--- src/rtl/ex_div_unit.sv ---
// ex_div_unit: iterative radix-2 restoring divider for MIPS DIV/DIVU in the EX stage.
// Ports:
//   clk, rst            clock and synchronous active-high reset
//   start               divide request, held high by EX until ready is seen
//   signed_div          1 = DIV (two's complement), 0 = DIVU
//   annul               abort request (flush/exception), wins over start
//   opdata1, opdata2    dividend and divisor, sampled on the accepting edge
//   result              {remainder, quotient}, valid while ready is high
//   ready               result valid
//   stall_req           pipeline freeze request while a division is pending
module ex_div_unit #(
    parameter int WIDTH = 32,
    parameter int CNT_W = 6
) (
    input  logic               clk,
    input  logic               rst,
    input  logic               start,
    input  logic               signed_div,
    input  logic               annul,
    input  logic [WIDTH-1:0]   opdata1,
    input  logic [WIDTH-1:0]   opdata2,
    output logic [2*WIDTH-1:0] result,
    output logic               ready,
    output logic               stall_req
);
    typedef enum logic [1:0] {S_FREE, S_DIVZERO, S_ON, S_END} state_t;

    state_t             state_q;
    logic [CNT_W-1:0]   cnt_q;
    logic [WIDTH-1:0]   rem_q, quo_q, dvs_q;
    logic               qneg_q, rneg_q;
    logic [2*WIDTH-1:0] result_q;
    logic               ready_q;

    logic [WIDTH:0]     trial;
    logic [WIDTH-1:0]   rem_d, quo_d, abs1, abs2, q_fix, r_fix;

    // Shifted partial remainder can reach WIDTH+1 bits, so the trial subtract is
    // one bit wider; its top bit is the borrow (negative result -> restore).
    always_comb begin
        trial = {rem_q, quo_q[WIDTH-1]} - {1'b0, dvs_q};
        rem_d = trial[WIDTH] ? {rem_q[WIDTH-2:0], quo_q[WIDTH-1]} : trial[WIDTH-1:0];
        quo_d = {quo_q[WIDTH-2:0], ~trial[WIDTH]};
        abs1  = (signed_div && opdata1[WIDTH-1]) ? -opdata1 : opdata1;
        abs2  = (signed_div && opdata2[WIDTH-1]) ? -opdata2 : opdata2;
        q_fix = qneg_q ? -quo_q : quo_q;
        r_fix = rneg_q ? -rem_q : rem_q;
    end

    always_ff @(posedge clk) begin
        if (rst) begin
            state_q  <= S_FREE;
            cnt_q    <= '0;
            rem_q    <= '0;
            quo_q    <= '0;
            dvs_q    <= '0;
            qneg_q   <= 1'b0;
            rneg_q   <= 1'b0;
            result_q <= '0;
            ready_q  <= 1'b0;
        end else begin
            case (state_q)
                S_FREE: if (start && !annul) begin
                    cnt_q   <= '0;
                    rem_q   <= '0;
                    dvs_q   <= abs2;
                    qneg_q  <= signed_div & (opdata1[WIDTH-1] ^ opdata2[WIDTH-1]);
                    rneg_q  <= signed_div & opdata1[WIDTH-1];
                    // divide-by-zero reports the raw dividend as remainder
                    quo_q   <= (opdata2 == '0) ? opdata1 : abs1;
                    state_q <= (opdata2 == '0) ? S_DIVZERO : S_ON;
                end
                S_DIVZERO: if (annul) begin
                    state_q <= S_FREE;
                end else begin
                    result_q <= {quo_q, {WIDTH{1'b1}}};
                    ready_q  <= 1'b1;
                    state_q  <= S_END;
                end
                S_ON: if (annul) begin
                    state_q <= S_FREE;
                end else if (cnt_q == CNT_W'(WIDTH)) begin
                    result_q <= {r_fix, q_fix};
                    ready_q  <= 1'b1;
                    state_q  <= S_END;
                end else begin
                    rem_q <= rem_d;
                    quo_q <= quo_d;
                    cnt_q <= cnt_q + CNT_W'(1);
                end
                S_END: if (annul || !start) begin
                    result_q <= '0;
                    ready_q  <= 1'b0;
                    state_q  <= S_FREE;
                end
            endcase
        end
    end

    assign result    = result_q;
    assign ready     = ready_q;
    assign stall_req = start && !annul && (state_q != S_END);
endmodule

--- config.mk ---
export PLATFORM = sky130hd
export DESIGN_NAME = ex_div_unit
export DESIGN_NICKNAME = d
export VERILOG_FILES = /design/src/rtl/ex_div_unit.sv
export SDC_FILE = /design/constraint.sdc
export NUM_CORES = 1
export LEC_CHECK = 0
export BUFFER_PORTS_ARGS = -buffer_cell sky130_fd_sc_hd__buf_2
export CORE_MARGIN = 2
export CORE_UTILIZATION = 40
export CTS_CLUSTER_DIAMETER = 80
export CTS_CLUSTER_SIZE = 8
export DETAILED_ROUTE_END_ITERATION = 8
export HOLD_SLACK_MARGIN = 0.03
export SYNTH_ARGS = -nofsm -noshare
export SYNTH_HDL_FRONTEND = slang
export SYNTH_SLANG_ARGS = --single-unit
--- constraint.sdc ---
create_clock -name clk -period 4.97 [get_ports clk]
set_input_delay 0.994 -clock clk [delete_from_list [all_inputs] [get_ports clk]]
set_output_delay 0.994 -clock clk [all_outputs]
set_load 0.01 [all_outputs]
==> results of run 1 <==
## worst min-delay path: stages (launching register included)
cell                      delay (ns)
sky130_fd_sc_hd__dfxtp_1        0.31
sky130_fd_sc_hd__nand2_1        0.05
sky130_fd_sc_hd__a21oi_1        0.05
## flip-flops by register name, summed over array words and instances (netlist names)
register  flops
cnt_q         6
ready         1
rneg_q        1
dvs_q        32
rem_q        32
qneg_q        1
result       64
state_q       2
quo_q        32
## final timing paths
| check | from | end | cells after the start | slack [ns] |
|---|---|---|---|---|
| setup / recovery | rem_q[14] | rem_q[0] | 11 | 1.27 |
| hold / removal | dvs_q[31] | dvs_q[31] | 2 | 0.46 |
| setup reg to reg | rem_q[14] | rem_q[0] | 11 | 1.27 |
| hold reg to reg | dvs_q[31] | dvs_q[31] | 2 | 0.46 |
## kinds of logic after synthesis
group	Yosys count	synth area share, %
flops	171	30.29
simple gates	543	22.03
xor+xnor	147	11.39
buf+inv	167	5.658
compound gates	449	25.27
fa+ha+maj	43	4.827
mux	6	0.5315
## through the flow
stage | utilization [%] | setup slack [ns] | hold WS, ns | cells | power [mW]
after floorplan | - | 1.129 | 0.4319 | 1526 | 4.129
after global placement | 44.10 | 1.073 | 0.4429 | 1950 | 5.048
after detailed placement | 44.10 | 1.029 | 0.4475 | 1950 | 5.079
after CTS | 46.17 | 1.271 | 0.4582 | 1982 | 6.409
after global routing | 46.17 | 0.9466 | 0.4878 | 1982 | 6.888
final | 46.17 | 1.266 | 0.4560 | 1982 | 6.406
## synthesized netlist by cell type, drive strengths merged (13+ instances only)
library cell / instances / area share (%)
a221oi: 32 / 2.5
o21ai: 119 / 5.3
xor2: 65 / 5.0
a211oi: 44 / 3.0
o41ai: 15 / 1.2
o31ai: 30 / 2.0
or4: 20 / 1.5
or3: 13 / 0.72
a31oi: 18 / 1.0
inv: 56 / 1.9
nor2: 151 / 5.0
clkbuf: 101 / 3.4
nor3: 34 / 1.5
a21oi: 122 / 5.4
ha: 42 / 4.7
nand2: 174 / 5.8
dfxtp: 171 / 30
nand4: 14 / 0.77
xnor2: 82 / 6.4
nand3: 90 / 4.0
## routing by layer
metal | GRT usage (%) | vias up
li1 | - | 5599
met1 | 31.90 | 5205
met2 | 37.42 | 350
met3 | 2.747 | 66
met4 | 10.19 | 0
met5 | 0 | -
## report_power, final
part | switching (mW) | internal (mW) | leakage [nW]
Clock | 0.659 | 0.673 | 0.287
Combinational | 2.02 | 1.10 | 3.62
Sequential | 0.298 | 1.66 | 1.40
## area by class of cell
class	count	area (sq um)
multi-input cells	1188	7298
repair buffers	157	845.8
flip-flops and latches	171	3423
well taps	378	473.0
clock buffers	17	425.4
fillers	2886	14960
inverters	56	210.2
clock inverters	15	150.1
==> results.toml, run 1 <==
[outcome]
outcome = "finished clean"

[logic_synthesis]
mappedNetlistArea_sq_mm = 0.01130
yosys_warnings = 0
synth.lib_cells_used.distinct = 62
synth_enable_flop_cells = 0
synth-seq-cells = 171
async_reset_ff_share_pct = 0
synth_top_flop_cell = "sky130_fd_sc_hd__dfxtp_1"
synth_sequential_area_ratio_pct = 30.29
syn-num-nets = 1638
synthCells = 1526
post_synth.cell_area_avg_sq_um = 7.406

[final_layout]
finalNetCount = 1703
post_route_cells_drive_above_1_share_pct = 13.28
final_area_sq_mm = 0.01283
flow.area_growth_from_synthesis_pct = 13.50
mostFrequentLayoutCells = "sky130_fd_sc_hd__nand2_1, sky130_fd_sc_hd__dfxtp_1, sky130_fd_sc_hd__nor2_1"
antenna_cells_inserted = 0
leading_cell_type_in_the_layout_fill_and_taps_excluded = "sky130_fd_sc_hd__nand2_1"

[hold_path]
timing.hold.worst.class = "flip-flop to flip-flop"

[worst_setup_path]
crit_path_start_kind = "flip-flop"
cp_data_required_time_ns = 5.30
cp_slowest_stage_delay_ns = 0.63
crit_path_max_fanout = 17
worst-path-buf-inv = 1
family_of_cells_with_the_greatest_summed_delay_on_the_critical_path = "compound AO/OA/AOI/OAI gates"
setup.worst_path.end_class = "flip-flop"
data_arrival_time_of_the_worst_path_ns = 4.03
crit_path_frequent_cell = "sky130_fd_sc_hd__o21ai_0"
worst-setup-path-type = "flip-flop to flip-flop"
crit_path_top_delay_cell = "sky130_fd_sc_hd__xnor2_2"
crit_path_cell_trace = "ha_1 -> a21o_1 -> o21bai_1 -> a221oi_1 -> nand3_1 -> o21ai_0 -> o21ai_0 -> xnor2_2 -> buf_4 -> nand2_1 -> a32o_1"

[routing]
top_layer = "met4"
routed_wl_um = 34580
drcViolationCount = 0
average_vias_per_placed_instance = 5.661
vias = 11220
routed-wl-met3_um = 1686
final_antenna_net_count = 0
first_iter_violations = 1025
wl_met2_um = 15630
detail_route.wirelength.met1_um = 15960
detail_route.first_pass.iterations = 5
avg_wl_per_cell_um = 17.45

[power_and_ir_drop]
irDropWorstVdd_v = 0.0003208
power.static_leakage_nw = 5.301
power.density_mw_per_mm2 = 499.5

[die]
dieArea_sq_mm = 0.02961
dieHeight_um = 172.1
die_w_um = 172.1
core_area_sq_mm = 0.02778
floorplan.initialDensity_pct = 40.68
pin_count = 135
placement_row_count = 61

[grt]
grt_antenna_before_repair = 0
grt_usage_pct = 23.43
grt_max_degree = 91
grt_remaining_overflow = 0
grt_first_pass_wirelength_um = 55030
first_global_vias = 10280

[cts]
cts_inserted_buffers = 17
cts-root-to-sink-buffers = 2
post_cts.repair.setup_buffers = 0
cts.clk_slew.worst_paths_ns = 0.07
postCtsHoldBufs = 0
ctsRootBufferMaster = "sky130_fd_sc_hd__clkbuf_16"
clock_insertion_delay_worst_skew_ns = 0.44
cts_tree = "done"
ctsHtreeMaxLevel = 4
ctsResizeCount = 0
clkSinkCount = 171

[sta]
clock_skew_ns = 0.01432
final-hold-violation-count = 0
rsz0062_at_grt = "false"
fraction_of_the_cycle_the_final_worst_path_needs_pct = 74.54
max_slew.worst_pin.slew_ns = 0.9618
final.setup.tns_ns = 0
final_max_slew_viol_count = 0
fmax_ghz = 0.2699
slew_headroom_pct = 35.88
finalWorstPathRequiredPeriod_ns = 3.704
setup_viol = 0

[placement]
input_output_buffers = 134
placement.cell_area_sq_mm = 0.01225
routabilityCongestion = 0.9333
detailed_place_hpwl_um = 26030

[run]
drv_cap = 0
No activity file was read; power rests on OpenSTA's default activity.
==> inputs of run 2 (changes only) <==
--- a/config.mk
+++ b/config.mk
@@ -5,6 +5,7 @@
 export SDC_FILE = /design/constraint.sdc
 export NUM_CORES = 1
 export LEC_CHECK = 0
+export ABC_AREA = 1
 export BUFFER_PORTS_ARGS = -buffer_cell sky130_fd_sc_hd__buf_2
 export CORE_MARGIN = 2
 export CORE_UTILIZATION = 40
==> constraint.sdc (replaced) <==
create_clock -name clk -period 3.84 [get_ports clk]
set_input_delay 0.768 -clock clk [delete_from_list [all_inputs] [get_ports clk]]
set_output_delay 0.768 -clock clk [all_outputs]
set_load 0.01 [all_outputs]
==> run 2 against run 1 <==
Effect of this change:
- wire length increased by 39%
- critical endpoint is now quo_q[30]
- flip-flop and latch count unchanged
- critical path depth down 2
- maximum frequency rose by 27%
- critical path type unchanged
==> results.toml, run 2 <==
[outcome]
outcome = "finished clean"

[logic_synthesis]
async_reset_ff_share_pct = 0
post_synth.cell_area_avg_sq_um = 5.943
synthSimpleGateAreaFrac_pct = 38.23
synth_top_flop_cell = "sky130_fd_sc_hd__dfxtp_1"
synth_enable_flop_cells = 0
synth-seq-cells = 171
synthMuxAreaShare_pct = 0
netlist_top_cells_area = "sky130_fd_sc_hd__dfxtp_1, sky130_fd_sc_hd__nand2_1, sky130_fd_sc_hd__inv_1"
synth.lib_cells_used.distinct = 55
mappedNetlistArea_sq_mm = 0.01356
synth_compound_gate_area_share_pct = 17.99
synth_most_common_cell = "sky130_fd_sc_hd__nand2_1"
syn-num-nets = 2393
synth_sequential_area_ratio_pct = 25.25
yosys_warnings = 0
synthCells = 2281
synth-xor-area-share_pct = 2.261
ys_top_cells_by_count = "sky130_fd_sc_hd__nand2_1, sky130_fd_sc_hd__inv_1, sky130_fd_sc_hd__nand3_1"
synth_largest_type_area_fraction_pct = 25.25
synth_area_leader_cell = "sky130_fd_sc_hd__dfxtp_1"
synth-adder-area-share_pct = 4.024
synth_top_family_by_area = "simple AND/OR/NAND/NOR gates"

[placement]
input_output_buffers = 134
routabilityCongestion = 0.9760
dp_slack_ns = 0.8627
placement.cell_area_sq_mm = 0.01451
detailed_place_hpwl_um = 37700

[die]
placement_row_count = 67
dieHeight_um = 188.1
core_area_sq_mm = 0.03345
pin_count = 135
die_w_um = 188.1
floorplan.initialDensity_pct = 40.53
dieArea_sq_mm = 0.03538

[grt]
grt_max_degree = 81
grt_antenna_before_repair = 0
first_global_vias = 13810
met2_usage_pct = 44.08
grt_first_pass_wirelength_um = 75680
grt_use_met3_pct = 3.238
gr_util_met1_pct = 36.43
grt-busiest-layer = "met2"
grt_remaining_overflow = 0
grt_usage_pct = 27.07

[worst_setup_path]
data_arrival_time_of_the_worst_path_ns = 3.20
crit_path_top_delay_cell = "sky130_fd_sc_hd__ha_4"
startpoint = "state_q[0]"
setup.worst_path.end_class = "flip-flop"
cp_data_required_time_ns = 4.13
rr_startpoint = "state_q[0]"
cp_slowest_stage_delay_ns = 0.58
worst_r2r_endpoint = "quo_q[30]"
rrSetupSlack_ns = 0.93
crit_path_frequent_cell = "sky130_fd_sc_hd__buf_4"
endpoint = "quo_q[30]"
crit_path_max_fanout = 57
worst-setup-path-type = "flip-flop to flip-flop"
rr_worst_depth = 9
crit_path_cell_trace = "inv_1 -> ha_4 -> nand4_1 -> nand3_4 -> buf_4 -> buf_4 -> nor2_1 -> nand2_1 -> a21oi_1"
crit_path_start_kind = "flip-flop"

[routing]
drcViolationCount = 0
detail_route.first_pass.iterations = 6
avg_wl_per_cell_um = 17.08
final_antenna_net_count = 0
average_vias_per_placed_instance = 5.266
routed_wl_um = 48090
vias = 14830
first_iter_violations = 1174

[sta]
hold-worst-slack_ns = 0.4789
slew_headroom_pct = 27.88
setup_viol = 0
fmax_ghz = 0.3436
clock_skew_ns = 0.01695
finalWorstPathRequiredPeriod_ns = 2.910
final_max_slew_viol_count = 0
max_slew.worst_pin.slew_ns = 1.082
post-route-worst-setup-slack_ns = 0.9298
fraction_of_the_cycle_the_final_worst_path_needs_pct = 75.79
final.setup.tns_ns = 0
rsz0062_at_grt = "false"
final-hold-violation-count = 0

[final_layout]
mostFrequentLayoutCells = "sky130_fd_sc_hd__nand2_1, sky130_fd_sc_hd__inv_1, sky130_fd_sc_hd__nand3_1"
antenna_cells_inserted = 0
leading_cell_type_in_the_layout_fill_and_taps_excluded = "sky130_fd_sc_hd__nand2_1"
flip_flop_count_of_the_largest_register_after_layout = 64
flow.area_growth_from_synthesis_pct = 11.31
final_area_sq_mm = 0.01509
finalNetCount = 2467
post_route_cells_drive_above_1_share_pct = 11.87

[power_and_ir_drop]
total_power_mw = 11.14
power.static_leakage_nw = 7.385
power.density_mw_per_mm2 = 738.5
irDropWorstVdd_v = 0.0003464

[cts]
ctsHtreeMaxLevel = 4
ctsRootBufferMaster = "sky130_fd_sc_hd__clkbuf_16"
cts.clk_slew.worst_paths_ns = 0.08
clkSinkCount = 171
cts_tree = "done"
ctsResizeCount = 0
cts_inserted_buffers = 17
clock_insertion_delay_worst_skew_ns = 0.45
cts-root-to-sink-buffers = 2
post_cts.repair.setup_buffers = 0
postCtsHoldBufs = 0

[run]
drv_cap = 0

[hold_path]
worst_hold_path.num_cells = 2
timing.hold.worst.class = "flip-flop to flip-flop"
## run 2: cell types whose count changed after synthesis, sizes merged, moves of 20 or more
cell,previous run,this run
xnor2,82,16
a211oi,44,0
nand3,90,252
nand2,174,603
nor2,151,219
o31ai,30,4
a221oi,32,2
inv,56,331
xor2,65,19
or4,20,0
a21oi,122,236
o21ai,119,153
clkbuf,101,69
## run 2: kinds of logic (layout without fill, tap and decap cells)
group | count (synthesis) | in the layout
simple gates | 1166 | 1166
buf+inv | 426 | 513
xor+xnor | 35 | 35
fa+ha+maj | 43 | 43
flops | 171 | 171
compound gates | 440 | 440
## run 2: layout make-up
class	count	area, sq um
fillers	3633	18360
clock inverters	15	148.9
repair buffers	149	785.8
inverters	332	1246
well taps	448	560.5
clock buffers	17	425.4
flip-flops and latches	171	3423
multi-input cells	1684	8498
## run 2: report_power, final
part	total [mW]	switching [mW]	internal, mW
Clock	1.75	0.883	0.867
Sequential	3.01	0.634	2.37
Combinational	6.39	4.43	1.96
Total	11.1	5.95	5.20
## run 2: worst min path at each step
stage              start        end  slack (ns)
2_1_floorplan  dvs_q[31]  dvs_q[31]        0.45
3_3_place_gp   dvs_q[31]  dvs_q[31]        0.46
3_5_place_dp   dvs_q[31]  dvs_q[31]        0.47
4_1_cts        dvs_q[31]  dvs_q[31]        0.48
5_1_grt        dvs_q[31]  dvs_q[31]        0.51
6_report       dvs_q[31]  dvs_q[31]        0.48
## run 2: worst max-delay path: cells and delay by family, from the launching register on
kind / cells / cell delay [ns]
buf+inv: 3 / 1.16
fa+ha+maj: 1 / 0.58
simple gates: 4 / 0.57
flops: 1 / 0.33
compound gates: 1 / 0.05
## run 2: metal layers
metal  up-vias  routed length (um)
li1       7539                   -
met1      6772               22090
met2       464               21840
met3        54                2496
met4         0                1665
met5         -                   0
## run 2: through the flow
step | utilization [%] | instances
final | 45.11 | 2816
after global routing | 45.11 | 2816
after CTS | 45.11 | 2816
after detailed placement | 43.39 | 2784
after global placement | 43.39 | 2784
after floorplan | - | 2281
